===== config.mk =====
export PLATFORM = sky130hd
export DESIGN_NAME = rom2ram_copy_ctrl
export DESIGN_NICKNAME = d
export VERILOG_FILES = /design/src/rtl/rom2ram_copy_ctrl.sv
export SDC_FILE = /design/constraint.sdc
export NUM_CORES = 1
export LEC_CHECK = 0
export ABC_CLOCK_PERIOD_IN_PS = 4300
export CAP_MARGIN = 10
export CORE_MARGIN = 3
export CORE_UTILIZATION = 30
export CTS_CLUSTER_DIAMETER = 200
export DETAILED_ROUTE_END_ITERATION = 8
export GPL_TIMING_DRIVEN = 1
export PLACE_DENSITY = 0.62
export RECOVER_POWER = 100
export SYNTH_ARGS = -nofsm -noshare
export SYNTH_HDL_FRONTEND = slang
export SYNTH_SLANG_ARGS = --single-unit

===== constraint.sdc =====
create_clock -name clk -period 4.3 [get_ports clk]
set_input_delay 0.86 -clock clk [delete_from_list [all_inputs] [get_ports clk]]
set_output_delay 0.86 -clock clk [all_outputs]
set_load 0.01 [all_outputs]

===== src/rtl/rom2ram_copy_ctrl.sv =====
// One-shot ROM-to-RAM copy sequencer with optional read-back verify.
// Both memories are external with 1-cycle synchronous read latency.
module rom2ram_copy_ctrl #(
    parameter int unsigned ADDR_W = 8,
    parameter int unsigned DATA_W = 8,
    parameter int unsigned DEPTH  = 256
) (
    input  logic              clk,
    input  logic              rst_n,
    input  logic              start,
    input  logic              verify_en,
    output logic [ADDR_W-1:0] rom_addr,
    input  logic [DATA_W-1:0] rom_data,
    output logic [ADDR_W-1:0] ram_addr,
    output logic              ram_we,
    output logic [DATA_W-1:0] ram_din,
    input  logic [DATA_W-1:0] ram_dout,
    output logic              busy,
    output logic              done,
    output logic [ADDR_W:0]   err_cnt,
    output logic              err_flag
);

    localparam logic [ADDR_W-1:0] LastAddr = ADDR_W'(DEPTH - 1);
    localparam logic [ADDR_W:0]   ErrMax   = '1;

    typedef enum logic [1:0] {StIdle, StCopy, StVerify, StDone} state_e;

    state_e            state_q;
    logic              verify_q;
    logic              drain_q;   // issue phase finished, last read data still in flight
    logic              cmp_q;     // read data for a verify compare is valid this cycle
    logic [DATA_W-1:0] din_hold_q;
    logic [ADDR_W:0]   err_cnt_d;

    // ROM data is forwarded straight to the RAM while writing; otherwise the
    // last written word is held so ram_din stays stable.
    assign ram_din = ram_we ? rom_data : din_hold_q;

    always_comb begin
        err_cnt_d = err_cnt;
        if (cmp_q && (rom_data != ram_dout) && (err_cnt != ErrMax)) begin
            err_cnt_d = err_cnt + 1'b1;
        end
    end

    always_ff @(posedge clk or negedge rst_n) begin
        if (!rst_n) begin
            state_q    <= StIdle;
            verify_q   <= 1'b0;
            drain_q    <= 1'b0;
            cmp_q      <= 1'b0;
            din_hold_q <= '0;
            rom_addr   <= '0;
            ram_addr   <= '0;
            ram_we     <= 1'b0;
            busy       <= 1'b0;
            done       <= 1'b0;
            err_cnt    <= '0;
            err_flag   <= 1'b0;
        end else begin
            done <= 1'b0;
            if (ram_we) begin
                din_hold_q <= rom_data;
            end
            case (state_q)
                StIdle: begin
                    if (start) begin
                        state_q  <= StCopy;
                        busy     <= 1'b1;
                        verify_q <= verify_en;
                        err_cnt  <= '0;
                        err_flag <= 1'b0;
                        rom_addr <= '0;
                        ram_addr <= '0;
                        drain_q  <= 1'b0;
                    end
                end
                StCopy: begin
                    if (!drain_q) begin
                        ram_we   <= 1'b1;
                        ram_addr <= rom_addr;
                        if (rom_addr == LastAddr) begin
                            drain_q <= 1'b1;
                        end else begin
                            rom_addr <= rom_addr + 1'b1;
                        end
                    end else begin
                        ram_we   <= 1'b0;
                        drain_q  <= 1'b0;
                        cmp_q    <= 1'b0;
                        rom_addr <= '0;
                        ram_addr <= '0;
                        if (verify_q) begin
                            state_q <= StVerify;
                        end else begin
                            state_q <= StDone;
                            busy    <= 1'b0;
                            done    <= 1'b1;
                        end
                    end
                end
                StVerify: begin
                    err_cnt <= err_cnt_d;
                    if (!drain_q) begin
                        cmp_q <= 1'b1;
                        if (rom_addr == LastAddr) begin
                            drain_q <= 1'b1;
                        end else begin
                            rom_addr <= rom_addr + 1'b1;
                            ram_addr <= ram_addr + 1'b1;
                        end
                    end else begin
                        state_q  <= StDone;
                        busy     <= 1'b0;
                        done     <= 1'b1;
                        err_flag <= (err_cnt_d != '0);
                        drain_q  <= 1'b0;
                        cmp_q    <= 1'b0;
                    end
                end
                StDone: begin
                    state_q <= StIdle;
                end
                default: begin
                    state_q <= StIdle;
                end
            endcase
        end
    end

endmodule


==> results.tsv, run 1 <==
metric	value	unit
# port buffers	56	
Hold Path Sink	din_hold_q[1]	
Worst Path Required	3.44	ns
Synth async-reset ratio	1.00	
Hold Path Depth	1	
DRC viols	0	
Fin. Hold Viols	0	
worst r2r src	state_q[0]	
height of the die	97.2	um
Core Box Area	7890	sq um
total power	0.00163	W
Worst Skew	0.0131	ns
largest cells by area after synthesis	dfrtp_1 (42%), nand2_1 (4.8%), xor2_1 (4.6%), mux2_2 (4.5%), nor2_1 (4.2%)	
switching power	0.000691	W
global route overflow	0	
post-CTS setup buffer count	0	
post-cts hold buffer count	0	
via count	2114	
Comb pwr share	0.478	
endpoint class of the critical path	output port	
Synth Register Bits	42	
hpwl dp	4340	um
clk slew on worst S/H paths	0.09	ns
most common cell in the synthesized netlist	dfrtp_1	
Horiz. Die Dim	97.2	um
synth unique cells	54	
# rows	32	
cell leakage power	1.39	nW
crit path DAT	2.32	ns
via/cell ratio	5.07	
Worst R2R End	ram_addr[4]	
Rel. slew slack	-0.577	
EDFF count, synth	0	
Clock Sinks	42	
Initial Utilization	0.316	
nets	342	
Clock Path Buffers	2	
Ys Warns	0	
Sw Ratio	0.424	
GR Util All Layers	0.133	
CTS tree	done	
Mapped Cells	263	
total placed cells including tap cells	409	
sequential group share of total power	0.360	
layout cells sized above 1	0.0603	
Final Max Slew Viols	43	
Cell Pwr Density	516	nW/um^2
cts bufs inserted	5	
Tmin final	3.18	ns
Post-DRT Antenna Nets	0	
total wire length	6070	um
clock share of power	0.162	
global-route wire length before repair	10500	um
synthesized area per cell	9.49	sq um
final setup violation count	0	
full die area	9450	sq um
synthesized area	2490	sq um
I/O pins	57	
drt initial violations	87	
Tcrit/Tclk final	0.739	
vias in the first global route	2064	
Primary FF master, synth	dfrtp_1	
status	complete, but fails checks	
max cap viols	1	
antenna violations before repair	0	
area leader, netlist	dfrtp_1	
# resized after CTS	0	
min-delay src	din_hold_q[1]	
P_int	0.000936	W
reg2reg path depth	8	
syn nets	291	
Max Fclk	315	MHz
WL/cell	14.5	um
sequential share of the synthesized area	0.421	
reg2reg setup slack	1.45	ns
DRT Pass-1 Iters	4	
Diodes inserted	0	
largest net degree at the start of global routing	43	
worst hold-check path type	reg -> reg	
failing checks	max-capacitance violations, max-slew violations	
H-tree Lvls	2	
worst slew pin tran	2.37	ns
Post-Layout Cell Count	417	
Root Buffer	clkbuf_8	
top cells by count, synth	dfrtp_1 (42), nand2_1 (32), nor2_1 (28)	
worst ir drop on vdd	0.139	mV
RSZ-0062 raised after global routing	false	
share of Yosys cell area claimed by the top area cell type	0.421	
worst-skew pair later-pin latency	0.30	ns
Area Growth Syn to Fin	26.3	%
TNS Setup	0	ns
Crit Path Class	in -> out	
startpoint types	input port	
RD Place Congestion	0.816	
CP max FO	2	
-- flip-flops by register name (all words and copies together), names as in the netlist, 2 cells and up --
register	flops
ram_addr	8
err_cnt	9
din_hold_q	8
rom_addr	8
state_q	2
-- final cells by class --
class	count	area, sq um
fill	792	4740
clock buffer	6	72.6
multi-input combinational	203	1310
tap	102	128
inverter	6	22.5
sequential	42	1050
clock inverter	2	13.8
timing repair buffer	56	554
-- worst max-delay path, stage by stage --
cell           delay [ns]
dlygate4sd3_1        0.57
mux2_2               0.28
dlygate4sd3_1        0.60
-- worst max path at each step --
stage,end,cells after the start,startpoint
finish,ram_din[0],3,rom_data[0]
CTS,ram_din[5],3,rom_data[5]
floorplan,err_cnt[5],8,err_cnt[0]
detailed placement,ram_din[5],3,rom_data[5]
global route,ram_addr[4],7,start
global placement,ram_din[7],3,rom_data[7]
-- through the flow --
stage / utilization / cell area, sq um / setup slack, ns / hold WS, ns
finish: 0.400 / 3150 / 1.12 / 0.482
global route: 0.400 / 3150 / 0.920 / 0.526
CTS: 0.405 / 3190 / 1.36 / 0.507
detailed placement: 0.394 / 3100 / 1.37 / 0.485
global placement: 0.394 / 3100 / 1.37 / 0.478
floorplan: - / 2490 / 1.97 / 0.473
-- power groups by stage --
stage	clock network (W)	registers, W	logic [W]
3_3_place_gp	0	0.000595	0.000826
5_1_grt	0.000290	0.000609	0.000872
6_report	0.000264	0.000585	0.000778
3_5_place_dp	0	0.000598	0.000834
4_1_cts	0.000273	0.000590	0.000837
2_1_floorplan	0	0.000571	0.000578
-- logic make-up (layout without fill, tap and decap cells) --
group | count (synthesis) | count (layout) | share of synthesized area
simple gates | 100 | 100 | 0.205
compound gates | 61 | 61 | 0.164
flops | 42 | 42 | 0.421
xor+xnor | 20 | 20 | 0.0702
buf+inv | 18 | 70 | 0.0386
mux | 14 | 14 | 0.0612
fa+ha+maj | 8 | 8 | 0.0401
-- per-layer routing --
| metal | GRT usage | part of all wire | vias to the layer above |
|---|---|---|---|
| met5 | 0 | 0 | - |
| met4 | 0.0346 | 0.011 | 0 |
| met3 | 0.0337 | 0.055 | 8 |
| met2 | 0.219 | 0.48 | 60 |
| met1 | 0.175 | 0.46 | 1006 |
| li1 | - | - | 1040 |
-- cell usage in the layout (no fill, tap or decap), types with 6 or more instances in the layout --
cell / synthesis / layout
mux2_2: 10 / 8
inv_1: 6 / 6
xnor2_1: 7 / 7
xor2_1: 13 / 13
clkdlybuf4s50_1: 0 / 11
dfrtp_1: 42 / 42
dlygate4sd3_1: 0 / 44
nand2_1: 32 / 32
nor2_1: 28 / 28
a21oi_1: 6 / 6
nand3_1: 11 / 11
a22o_1: 6 / 6
o21ai_0: 20 / 23
ha_1: 8 / 8
Power figures use the tool's default switching activity.
==> run 2: changes to the inputs <==
Settings changed: ABC_CLOCK_PERIOD_IN_PS 4300 to 2600, PLACE_DENSITY 0.62 to 0.64.
Clock period 4.3 ns to 2.6 ns, I/O delays scaled along.
==> run 2 against run 1 <==
Compared with the run above:
- the run now ends clean
- final area grew 3.1%
- first-iteration DRC count shrank 11%
- sequential power rose by 59%
- cell count increased by 2.6%
- core utilization up 1.2 points
- combinational power rose by 80%
- worst hold slack worse by 0.0031 ns
- critical path type unchanged
==> results.tsv, run 2 (synthesized netlist as in run 1, its figures left out) <==
metric	value	unit	change
status	completed		
DRT Pass-1 Iters	5		+1
H-tree Lvls	2		unchanged
Initial Utilization	0.316		unchanged
via/cell ratio	5.03		-0.77%
worst r2r src	err_cnt[0]		
I/O pins	57		unchanged
total wire length	5930	um	-2.3%
Critical path destination	ram_din[0]		
via count	2153		+1.8%
full die area	9450	sq um	unchanged
worst ir drop on vdd	0.276	mV	+98%
post-place setup slack	0.124	ns	-1.25 ns
largest net degree at the start of global routing	25		-42%
global-route wire length before repair	10200	um	-3.1%
reg2reg path depth	9		+1
height of the die	97.2	um	unchanged
Area Growth Syn to Fin	30.2	%	
cell leakage power	1.44	nW	+3.4%
Cell Pwr Density	854	nW/um^2	+65%
slowest CP cell	dlygate4sd3_1		
antenna violations before repair	0		unchanged
total power	0.00277	W	+70%
crit path DAT	1.91	ns	-0.41 ns
fin util	0.412		+0.0122
fill cell count	793		+0.13%
TNS Setup	0	ns	unchanged
max cap viols	0		-1
Final Max Slew Viols	0		-100%
worst slew pin tran	1.32	ns	-1.04 ns
max FFs per register	9		unchanged
# rows	32		unchanged
cts bufs inserted	5		unchanged
# resized after CTS	0		unchanged
layout cells sized above 1	0.0767		+0.0164
Core Box Area	7890	sq um	unchanged
CTS tree	done		
RSZ-0062 raised after global routing	false		
Clock Path Buffers	2		unchanged
Comb pwr share	0.506		+0.028
final instance area	3250	sq um	+3.1%
GR Util All Layers	0.129		-0.00452
Post-DP Area	3190	sq um	+2.7%
Fin. Hold Viols	0		unchanged
global route overflow	0		unchanged
final setup violation count	0		unchanged
Diodes inserted	0		unchanged
Root Buffer	clkbuf_8		
Horiz. Die Dim	97.2	um	unchanged
slowest stage delay, CP	0.62	ns	+0.02 ns
Rel. slew slack	0.118		+0.696
Tmin final	2.43	ns	
Max Fclk	411	MHz	
Largest Register	err_cnt		
Worst Skew	0.00550	ns	-0.00761 ns
RD Place Congestion	0.874		+7.1%
# port buffers	56		unchanged
multi-input logic area	1330	sq um	+1.5%
most frequent cells in the layout	dfrtp_1 (42), dlygate4sd3_1 (37), nand2_1 (32), nor2_1 (28), o21ai_0 (24)		
vias in the first global route	2095		+1.5%
post-CTS setup buffer count	0		unchanged
Crit Path Class	in -> out		
clk slew on worst S/H paths	0.08	ns	about the same
worst path cell trace	clkdlybuf4s50_1 -> mux2_1 -> dlygate4sd3_1		
DRC viols	0		unchanged
worst-skew pair later-pin latency	0.29	ns	about the same
Post-DRT Antenna Nets	0		unchanged
sequential group share of total power	0.335		-0.025
startpoint types	input port		
Clock Sinks	42		unchanged
P_int	0.00163	W	+74%
Worst Path Required	2.08	ns	-1.36 ns
Tcrit/Tclk final	0.935		
endpoint class of the critical path	output port		
worst hold-check path type	reg -> reg		
switching power	0.00114	W	+65%
Sw Ratio	0.412		-0.0123
clock share of power	0.159		-0.003
Reg area	1050	sq um	unchanged
post-cts hold buffer count	0		unchanged
Setup crit start	rom_data[0]		
reg2reg setup slack	0.17	ns	-1.28 ns
drt initial violations	77		-11%
WL/cell	13.9	um	-4.8%
setup ws final	0.168	ns	-0.954 ns
CP max FO	2		unchanged
hpwl dp	4510	um	+3.9%
Worst R2R End	err_cnt[7]		
nets	353		+3.2%
commonest non-fill, non-tap cell in the layout	dfrtp_1		
-- run 2: worst min-delay path by stage --
stage               endpoint     startpoint  slack, ns  depth (start not counted)
5_1_grt        din_hold_q[5]  din_hold_q[5]       0.51                          1
2_1_floorplan           busy          rst_n       0.22                          0
3_5_place_dp   din_hold_q[5]  din_hold_q[5]       0.49                          1
6_report       din_hold_q[2]  din_hold_q[2]       0.48                          1
4_1_cts           err_cnt[0]          rst_n       0.22                          1
3_3_place_gp            busy           busy       0.47                          2
-- run 2: per-stage QoR --
| stage | cells | hold WS [ns] |
|---|---|---|
| 2_1_floorplan | 263 | 0.224 |
| 3_3_place_gp | 420 | 0.473 |
| 3_5_place_dp | 420 | 0.487 |
| 4_1_cts | 428 | 0.222 |
| 5_1_grt | 428 | 0.513 |
| 6_report | 428 | 0.479 |
-- run 2: routing by layer --
layer | vias to the layer above | GRT usage | wire length [um]
met3 | 6 | 0.0337 | 271
met5 | - | 0 | 0
li1 | 1062 | - | -
met2 | 44 | 0.212 | 2800
met1 | 1041 | 0.170 | 2800
met4 | 0 | 0.0292 | 57
-- run 2: cell type report --
cell class / instances / share of cell area
Multi-Input combinational cell: 203 / 0.409
Sequential cell: 42 / 0.324
Timing Repair Buffer: 67 / 0.193
Tap cell: 102 / 0.0393
Clock buffer: 7 / 0.0266
Inverter: 6 / 0.00693
Clock inverter: 1 / 0.00154
-- run 2: worst max-delay path: cells and delay by family --
kind | cells | cell delay [ns]
buffers and inverters | 2 | 1.06
multiplexers | 1 | 0.33
-- run 2: power by group through the flow --
stage / Sequential [W] / Combinational, W / Clock (W)
detailed placement: 0.000952 / 0.00150 / 0
CTS: 0.000938 / 0.00150 / 0.000456
global placement: 0.000945 / 0.00148 / 0
floorplan: 0.000944 / 0.000956 / 0
global route: 0.000958 / 0.00158 / 0.000475
finish: 0.000929 / 0.00140 / 0.000440
